`src/rtl/snake_game_ctrl.sv`:
```
// Snake game sequencer: PS/2 key decode, IDLE/INIT/PAUSE/RUN/OVER control,
// buffered turn requests and survival score for the movement datapath.
module snake_game_ctrl #(
   parameter int QDEPTH  = 2,
   parameter int SCORE_W = 8
) (
   input  logic               clk,
   input  logic               rst_n,
   input  logic               key_valid,
   input  logic [7:0]         key_code,
   input  logic               tick,
   input  logic               collision,
   output logic               step,
   output logic [1:0]         dir,
   output logic [1:0]         mode,
   output logic               game_over,
   output logic [SCORE_W-1:0] score,
   output logic [2:0]         q_count
);

   typedef enum logic [2:0] {S_IDLE, S_INIT, S_PAUSE, S_RUN, S_OVER} state_t;

   localparam logic [1:0] D_DOWN  = 2'd0, D_UP = 2'd1, D_LEFT = 2'd2, D_RIGHT = 2'd3;
   localparam logic [1:0] M_RUN   = 2'd0, M_PAUSE = 2'd1, M_BLANK = 2'd2, M_RELOAD = 2'd3;

   state_t                  state, state_nxt;
   logic                    brk, ext;
   logic [QDEPTH-1:0][1:0]  q, q_nxt;
   logic [2:0]              cnt, cnt_nxt;

   logic       is_pfx, is_make;
   logic       k_s, k_r, k_p, k_esc, arrow_vld;
   logic [1:0] arrow_dir;
   logic       do_step, do_pop, reload, arrow_ok, push;
   logic [1:0] step_mode, ref_dir;

   function automatic logic [1:0] mode_of(state_t s);
      case (s)
         S_RUN:   mode_of = M_RUN;
         S_INIT:  mode_of = M_RELOAD;
         S_IDLE:  mode_of = M_BLANK;
         default: mode_of = M_PAUSE;
      endcase
   endfunction

   // Arrows ignore the E0 prefix; E0-prefixed command codes are different keys.
   always_comb begin
      is_pfx    = key_valid && (key_code == 8'hE0 || key_code == 8'hF0);
      is_make   = key_valid && !is_pfx && !brk;
      k_s       = 1'b0;
      k_r       = 1'b0;
      k_p       = 1'b0;
      k_esc     = 1'b0;
      arrow_vld = 1'b0;
      arrow_dir = D_DOWN;
      if (is_make) begin
         case (key_code)
            8'h75: begin arrow_vld = 1'b1; arrow_dir = D_UP;    end
            8'h72: begin arrow_vld = 1'b1; arrow_dir = D_DOWN;  end
            8'h6B: begin arrow_vld = 1'b1; arrow_dir = D_LEFT;  end
            8'h74: begin arrow_vld = 1'b1; arrow_dir = D_RIGHT; end
            8'h1B: k_s   = !ext;
            8'h2D: k_r   = !ext;
            8'h4D: k_p   = !ext;
            8'h76: k_esc = !ext;
            default: ;
         endcase
      end
   end

   always_comb begin
      state_nxt = state;
      do_step   = 1'b0;
      do_pop    = 1'b0;
      reload    = 1'b0;
      step_mode = M_RUN;
      arrow_ok  = 1'b0;
      case (state)
         S_IDLE: if (k_s) state_nxt = S_INIT;
         S_INIT: if (tick) begin
            do_step   = 1'b1;
            reload    = 1'b1;
            step_mode = M_RELOAD;
            state_nxt = S_PAUSE;
         end
         S_PAUSE: begin
            arrow_ok = 1'b1;
            if (k_r)        state_nxt = S_RUN;
            else if (k_esc) state_nxt = S_IDLE;
            else if (k_s)   state_nxt = S_INIT;
         end
         S_RUN: begin
            arrow_ok = 1'b1;
            if (k_p)        state_nxt = S_PAUSE;
            else if (k_esc) state_nxt = S_IDLE;
            else if (k_s)   state_nxt = S_INIT;
            // A colliding tick wins over any key in the same cycle.
            if (tick && collision) begin
               state_nxt = S_OVER;
               arrow_ok  = 1'b0;
            end else if (tick) begin
               do_step = 1'b1;
               do_pop  = (cnt != 3'd0);
            end
         end
         S_OVER: begin
            if (k_s)        state_nxt = S_INIT;
            else if (k_esc) state_nxt = S_IDLE;
         end
         default: state_nxt = S_IDLE;
      endcase
   end

   // Turn filter compares against the newest queued turn, before any pop.
   always_comb begin
      ref_dir = dir;
      for (int i = 0; i < QDEPTH; i++)
         if (cnt == 3'(i + 1)) ref_dir = q[i];
      push = arrow_vld && arrow_ok && (arrow_dir[1] != ref_dir[1]) &&
             (cnt != 3'(QDEPTH));

      q_nxt   = q;
      cnt_nxt = cnt;
      if (do_pop) begin
         for (int i = 0; i < QDEPTH - 1; i++) q_nxt[i] = q[i+1];
         cnt_nxt = cnt - 3'd1;
      end
      if (push) begin
         for (int i = 0; i < QDEPTH; i++)
            if (cnt_nxt == 3'(i)) q_nxt[i] = arrow_dir;
         cnt_nxt = cnt_nxt + 3'd1;
      end
      if (reload) cnt_nxt = 3'd0;
   end

   always_ff @(posedge clk or negedge rst_n) begin
      if (!rst_n) begin
         state     <= S_IDLE;
         brk       <= 1'b0;
         ext       <= 1'b0;
         q         <= '0;
         cnt       <= 3'd0;
         step      <= 1'b0;
         dir       <= D_RIGHT;
         mode      <= M_BLANK;
         game_over <= 1'b0;
         score     <= '0;
      end else begin
         if (key_valid) begin
            if (key_code == 8'hE0)      ext <= 1'b1;
            else if (key_code == 8'hF0) brk <= 1'b1;
            else begin
               ext <= 1'b0;
               brk <= 1'b0;
            end
         end
         state     <= state_nxt;
         q         <= q_nxt;
         cnt       <= cnt_nxt;
         step      <= do_step;
         // The step cycle carries the step's own mode; the new state shows next.
         mode      <= do_step ? step_mode : mode_of(state_nxt);
         game_over <= (state_nxt == S_OVER);
         if (reload) begin
            dir   <= D_RIGHT;
            score <= '0;
         end else if (do_step) begin
            if (do_pop) dir <= q[0];
            if (score != '1) score <= score + 1'b1;
         end
      end
   end

   assign q_count = cnt;

endmodule

```
`config.mk`:
```
export PLATFORM = sky130hd
export DESIGN_NAME = snake_game_ctrl
export DESIGN_NICKNAME = d
export VERILOG_FILES = /design/src/rtl/snake_game_ctrl.sv
export SDC_FILE = /design/constraint.sdc
export NUM_CORES = 1
export LEC_CHECK = 0
export CORE_ASPECT_RATIO = 0.6
export CORE_MARGIN = 10
export CORE_UTILIZATION = 31
export DETAILED_ROUTE_END_ITERATION = 16
export SKIP_LAST_GASP = 1
export SYNTH_ARGS = -nofsm -noshare
export SYNTH_HDL_FRONTEND = slang
export SYNTH_SLANG_ARGS = --single-unit
```
`constraint.sdc`:
```
create_clock -name clk -period 2.3 [get_ports clk]
set_input_delay 0.345 -clock clk [delete_from_list [all_inputs] [get_ports clk]]
set_output_delay 0.345 -clock clk [all_outputs]
set_load 0.02 [all_outputs]
```
==> impl_metrics.yaml, run 1 <==
logic_synthesis:
  yosysMostFrequentCell: "dfrtp_1"
  synth-edff-count: 0
  synthTopCellsByCount: "dfrtp_1 (23), nor2_1 (17)"
  ys_types: 50
  synthFlopType: "dfrtp_1"
  yosysSeqAreaShare_pct: 38.7
  netlist_instances: 176
  synthTopCellsByArea: "dfrtp_1 (34%), ha_1 (5.9%), mux2i_1 (5.9%), dfstp_2 (4.7%), xnor2_1 (4.1%)"
  synth_top_area_share_pct: 34.0
  synth_seq_cells: 26
  synth_nets: 197
  avgSynthCellArea_um2: 9.60
  yosysTopAreaCell: "dfrtp_1"
  yosysWarnings: 0
  async_flop_share_pct: 100
  syn_area_um2: 1690
routing:
  drc: 0
  drt-pass1-iter-count: 4
  ant_nets: 0
  drt_iter0_markers: 85
  wire_per_inst_um: 13.8
  vias: 1514
  wl_um: 4210
  routed_via_density: 4.96
hold_path:
  hold_class: "in -> async"
critical_path:
  arrival_ps: 2380
  crit_chain: "clkdlybuf4s50_1, nand2b_4, or2_1, or3_4, a2111oi_4, buf_4, nand3_2, mux2i_1"
  max_stage_delay_ps: 460
  crit_type: "in -> reg"
  crit_path_start_kind: "input pin"
  slowest_stage: "clkdlybuf4s50_1"
  worstSetupEndpointType: "flop"
  cp.required_ps: 2470
  path_max_fanout: 6
grt:
  grt_pass1_vias: 1407
  track_usage_pct: 9.45
  grt_overflow: 0
  grt_pass1_wl_um: 6960
  antenna_found_initial: 0
  grt_max_degree: 27
final_layout:
  nets: 261
  final_area_um2: 2400
  antenna_cells: 0
  synthToLayoutAreaGrowth_pct: 42.3
  drive_gt1_share_pct: 24.3
pwr:
  leakage_nw: 1.09
  vdd_drop_max_v: 0.000519
  cellPowerDensity_nw_per_um2: 805
clock_tree:
  cts.sinks: 26
  cts_tree: "done"
  clockBufferDepth: 2
  numCtsBuffers: 3
  cts_max_level: 1
  clk_pin_slew_ps: 90
  root_buffer: "clkbuf_8"
  postCtsHoldBufs: 0
  clkLatencyLatePin_ps: 280
sta:
  setup_violations: 0
  finalMaxSlewViolations: 0
  finClkSkew_ps: 7.52
  slew-limit-headroom_pct: 73.0
  worst_slack_ps: 89.0
  fin_crit_ps: 2210
  max_freq_mhz: 452
  finalHoldViolCount: 0
  max_slew.worst_pin.slew_ps: 400
  fin_crit_sh_pct: 96.1
placement:
  port_buffers: 29
  place_ws_ps: -155
  gp_congestion: 0.860
  hpwl_um: 3310
  postPlaceCellArea_um2: 2290
floorplan:
  fp-row-count: 20
  die_h_um: 77.2
  dieArea_um2: 8900
  die_w_um: 115
  coreArea_um2: 5150
  start_util_pct: 32.8
  ios: 30
status:
  outcome: "finished clean"
job:
  drv_cap: 0
worst max-delay path: cells and delay by family:
family / cells / cell delay (ps)
AO/OA/AOI/OAI: 1 / 340
multiplexers: 1 / 130
buffers and inverters: 2 / 670
AND/OR/NAND/NOR: 4 / 880
layout by cell type, fill, tap and decap left out, drive strengths merged, types with 2 or more instances in the layout:
cell type | synthesis | final
nor3 | 4 | 4
nand3 | 6 | 6
nor4b | 4 | 4
nand3b | 2 | 2
nor2b | 2 | 2
dfrtp | 23 | 23
nor2 | 17 | 17
nand2b | 5 | 5
dfstp | 3 | 3
a21oi | 10 | 10
xor2 | 2 | 2
xnor2 | 8 | 8
o21ai | 5 | 5
nand4 | 4 | 4
ha | 8 | 8
buf | 3 | 36
or3 | 3 | 3
and2b | 3 | 3
nand2 | 10 | 10
and3 | 5 | 5
dlymetal6s2s | 0 | 3
o22a | 2 | 2
clkbuf | 3 | 3
inv | 10 | 10
and3b | 2 | 2
mux2i | 10 | 10
o2bb2ai | 2 | 2
a31oi | 2 | 2
clkdlybuf4s50 | 0 | 26
per-layer routing:
layer	part of all wire (%)	global-route usage (%)	vias up	routed length, um
met2	38	11.9	35	1610
li1	-	-	756	-
met1	55	14.4	721	2300
met4	0.21	1.48	0	9
met5	0	0	-	0
met3	6.9	3.73	2	292
power by group:
part	switching [W]	leakage (nW)	internal, W
sequential	0.000103	0.331	0.000566
clock	0.000149	0.0357	0.000233
combinational	0.000442	0.720	0.000443
final timing paths:
check                                  from      end  slack, ps  depth (start not counted)
worst max-delay path            key_code[3]     q[0]         90                          8
worst min-delay path                  rst_n     q[1]        430                          2
worst max register to register   q_count[1]     q[0]        130                          9
worst min register to register         q[0]   dir[0]        540                          2
max in group asynchronous             rst_n  mode[1]       1560                          2
min in group clk                       q[0]   dir[0]        540                          2
state kept, by name (all words and copies together), names as in the netlist:
register / cells
q_count: 3
state: 3
q: 4
ext: 1
step: 1
mode: 2
game_over: 1
dir: 2
brk: 1
score: 8
final cells by class:
| type | instances | area [um2] |
|---|---|---|
| inverter | 10 | 37.5 |
| sequential | 26 | 654 |
| fill | 486 | 2750 |
| tap | 66 | 82.6 |
| clock buffer | 3 | 41.3 |
| multi-input combinational | 134 | 991 |
| clock inverter | 1 | 30.0 |
| timing repair buffer | 65 | 568 |
timing repair:
action                     CTS  global route
gates resized for setup      2             9
setup buffers                0             2
setup endpoints to repair    3             7
pin swaps                    0             6
cell families (layout without fill, tap and decap cells):
family / after synthesis / count (layout) / share of synthesized area (%)
compound gates: 31 / 31 / 13.4
xor+xnor: 10 / 10 / 5.18
fa+ha+maj: 8 / 8 / 5.92
buf+inv: 16 / 79 / 4.15
flops: 26 / 26 / 38.7
mux: 10 / 10 / 5.92
simple gates: 75 / 75 / 26.7
stage by stage:
step                hold WS, ps  setup TNS [ps]  power, W  utilization [%]  cells
global route                446           -44.0   0.00209             46.7    305
floorplan                  49.4               0   0.00115                -    176
detailed placement          513           -1050   0.00154             44.3    299
global placement            490           -1050   0.00153             44.3    299
finish                      432               0   0.00194             46.7    305
CTS                         443               0   0.00193             45.8    303
No activity file was read; power rests on OpenSTA's default activity.
==> run 2: changes to the inputs <==
CORE_MARGIN = 2   (was 10)
==> run 2 against run 1 <==
Net effect:
- flip-flop and latch count is the same
- hold slack improved by 3.4 ps
- setup slack improved by 9.5 ps
- cell count rose by 0.98%
- critical endpoint is now q_count[1]
- largest power group unchanged
==> impl_metrics.yaml, run 2 (synthesized netlist as in run 1, its figures left out) <==
pwr:
  power_w: 0.00194
  p_sw_share_pct: 35.6
  internal_power_w: 0.00125
  power_frac_clock_pct: 19.4
  vdd_drop_max_v: 0.000520
  seqPwrFrac_pct: 34.2
  p_comb_share_pct: 46.3
  cellPowerDensity_nw_per_um2: 795
  leakage_nw: 1.08
  p_switching_w: 0.000691
final_layout:
  largest_reg_flops: 8
  antenna_cells: 0
  final_common_cell: "buf_4"
  drive_gt1_share_pct: 25.6
  num-fill-cells: 488
  reg.largest.list: "score (8), q (4)"
  nets: 264
  regMostFlops: "score"
  final_cell_mix: "buf_4 (38), clkdlybuf4s50_1 (29), dfrtp_1 (23)"
  final_area_um2: 2440
  synthToLayoutAreaGrowth_pct: 44.6
sta:
  fin_crit_ps: 2200
  finalMaxSlewViolations: 0
  max_freq_mhz: 454
  finalHoldViolCount: 0
  worst_slack_ps: 98.5
  slew-limit-headroom_pct: 74.4
  setup_violations: 0
  max_slew.worst_pin.slew_ps: 379
  setup_tns_ps: 0
  timing.hold.ws_ps: 435
  finClkSkew_ps: 10.3
  fin_crit_sh_pct: 95.7
placement:
  postPlaceCellArea_um2: 2320
  hpwl_um: 3090
  place_ws_ps: -155
  port_buffers: 29
  gp_congestion: 0.879
critical_path:
  path_max_fanout: 6
  crit_chain: "clkdlybuf4s50_1, nand3b_1, or2_0, or3_4, a2111oi_4, buf_6, mux2i_1, nor2_1"
  slowest_stage: "clkdlybuf4s50_1"
  crit_type: "in -> reg"
  crit_path_start_kind: "input pin"
  cp.required_ps: 2470
  max_stage_delay_ps: 420
  arrival_ps: 2370
  worstSetupEndpointType: "flop"
  rr_worst_depth: 8
grt:
  antenna_found_initial: 0
  busiest_layer: "met2"
  grt_overflow: 0
  grtUsageMet1_pct: 21.1
  met3_usage_pct: 3.63
  grt_util_met2_pct: 21.2
  track_usage_pct: 14.0
  grt_max_degree: 27
  grt_pass1_vias: 1428
  grt_pass1_wl_um: 6760
floorplan:
  fp-row-count: 20
  start_util_pct: 32.8
  coreArea_um2: 5150
  dieArea_um2: 6080
  die_w_um: 99.3
  ios: 30
  die_h_um: 61.2
clock_tree:
  cts_tree: "done"
  clk_pin_slew_ps: 100
  clkLatencyLatePin_ps: 270
  cts.sinks: 26
  root_buffer: "clkbuf_8"
  clockBufferDepth: 2
  postCtsHoldBufs: 0
  cts_max_level: 1
  numCtsBuffers: 3
routing:
  routed_via_density: 4.92
  vias: 1514
  drc: 0
  drt-pass1-iter-count: 4
  drt_iter0_markers: 43
  wl_um: 4010
  ant_nets: 0
  wire_per_inst_um: 13.0
status:
  outcome: "finished clean"
job:
  drv_cap: 0
hold_path:
  hold_class: "in -> async"
==> run 2: cell types whose count changed in the layout (fill, tap and decap cells not counted), moves of 2 or more <==
cell and change:
buf_4 +2, clkdlybuf4s50_1 +3, dlymetal6s2s_1 -3, nand3_2 -2, nand3_4 +2
==> run 2: final timing paths <==
check	from	endpoint	slack [ps]
hold reg to reg	q[0]	dir[0]	520
min in group clk	q[0]	dir[0]	520
setup / recovery	key_code[7]	q_count[1]	100
setup reg to reg	q_count[0]	q_count[1]	120
max in group asynchronous	rst_n	mode[1]	1550
hold / removal	rst_n	q[0]	440
==> run 2: worst max-delay path: cells and delay by family <==
family	cells	cell delay, ps
compound gates	1	370
buf+inv	2	610
mux	1	180
simple gates	4	870
==> run 2: per-stage QoR <==
| step | std cells | utilization [%] |
|---|---|---|
| floorplan | 176 | - |
| global placement | 303 | 44.9 |
| detailed placement | 303 | 44.9 |
| CTS | 307 | 46.3 |
| global route | 308 | 47.4 |
| finish | 308 | 47.4 |
==> run 2: power by group through the flow <==
stage | logic (W) | registers (W) | clock network [W]
global route | 0.00100 | 0.000683 | 0.000413
detailed placement | 0.000865 | 0.000667 | 0
floorplan | 0.000433 | 0.000713 | 0
CTS | 0.000872 | 0.000662 | 0.000393
finish | 0.000901 | 0.000665 | 0.000378
global placement | 0.000865 | 0.000667 | 0
==> run 2: metal layers <==
layer	share of wire, %	up-vias
met1	54	716
met3	5.2	2
met4	0.20	0
li1	-	762
met5	0	-
met2	40	34
==> run 2: final cells by class <==
cell class,instances,area [um2],share of cell area [%]
clock buffer,3,41.3,1.69
clock inverter,1,30.0,1.23
timing repair buffer,68,587,24.0
tap,66,82.6,3.38
sequential,26,654,26.8
multi-input combinational,134,1010,41.4
inverter,10,37.5,1.54
==> run 2: repair_timing <==
item,in CTS,in global routing
gates resized for setup,0,10
setup endpoints to repair,0,8
buffers inserted,0,1
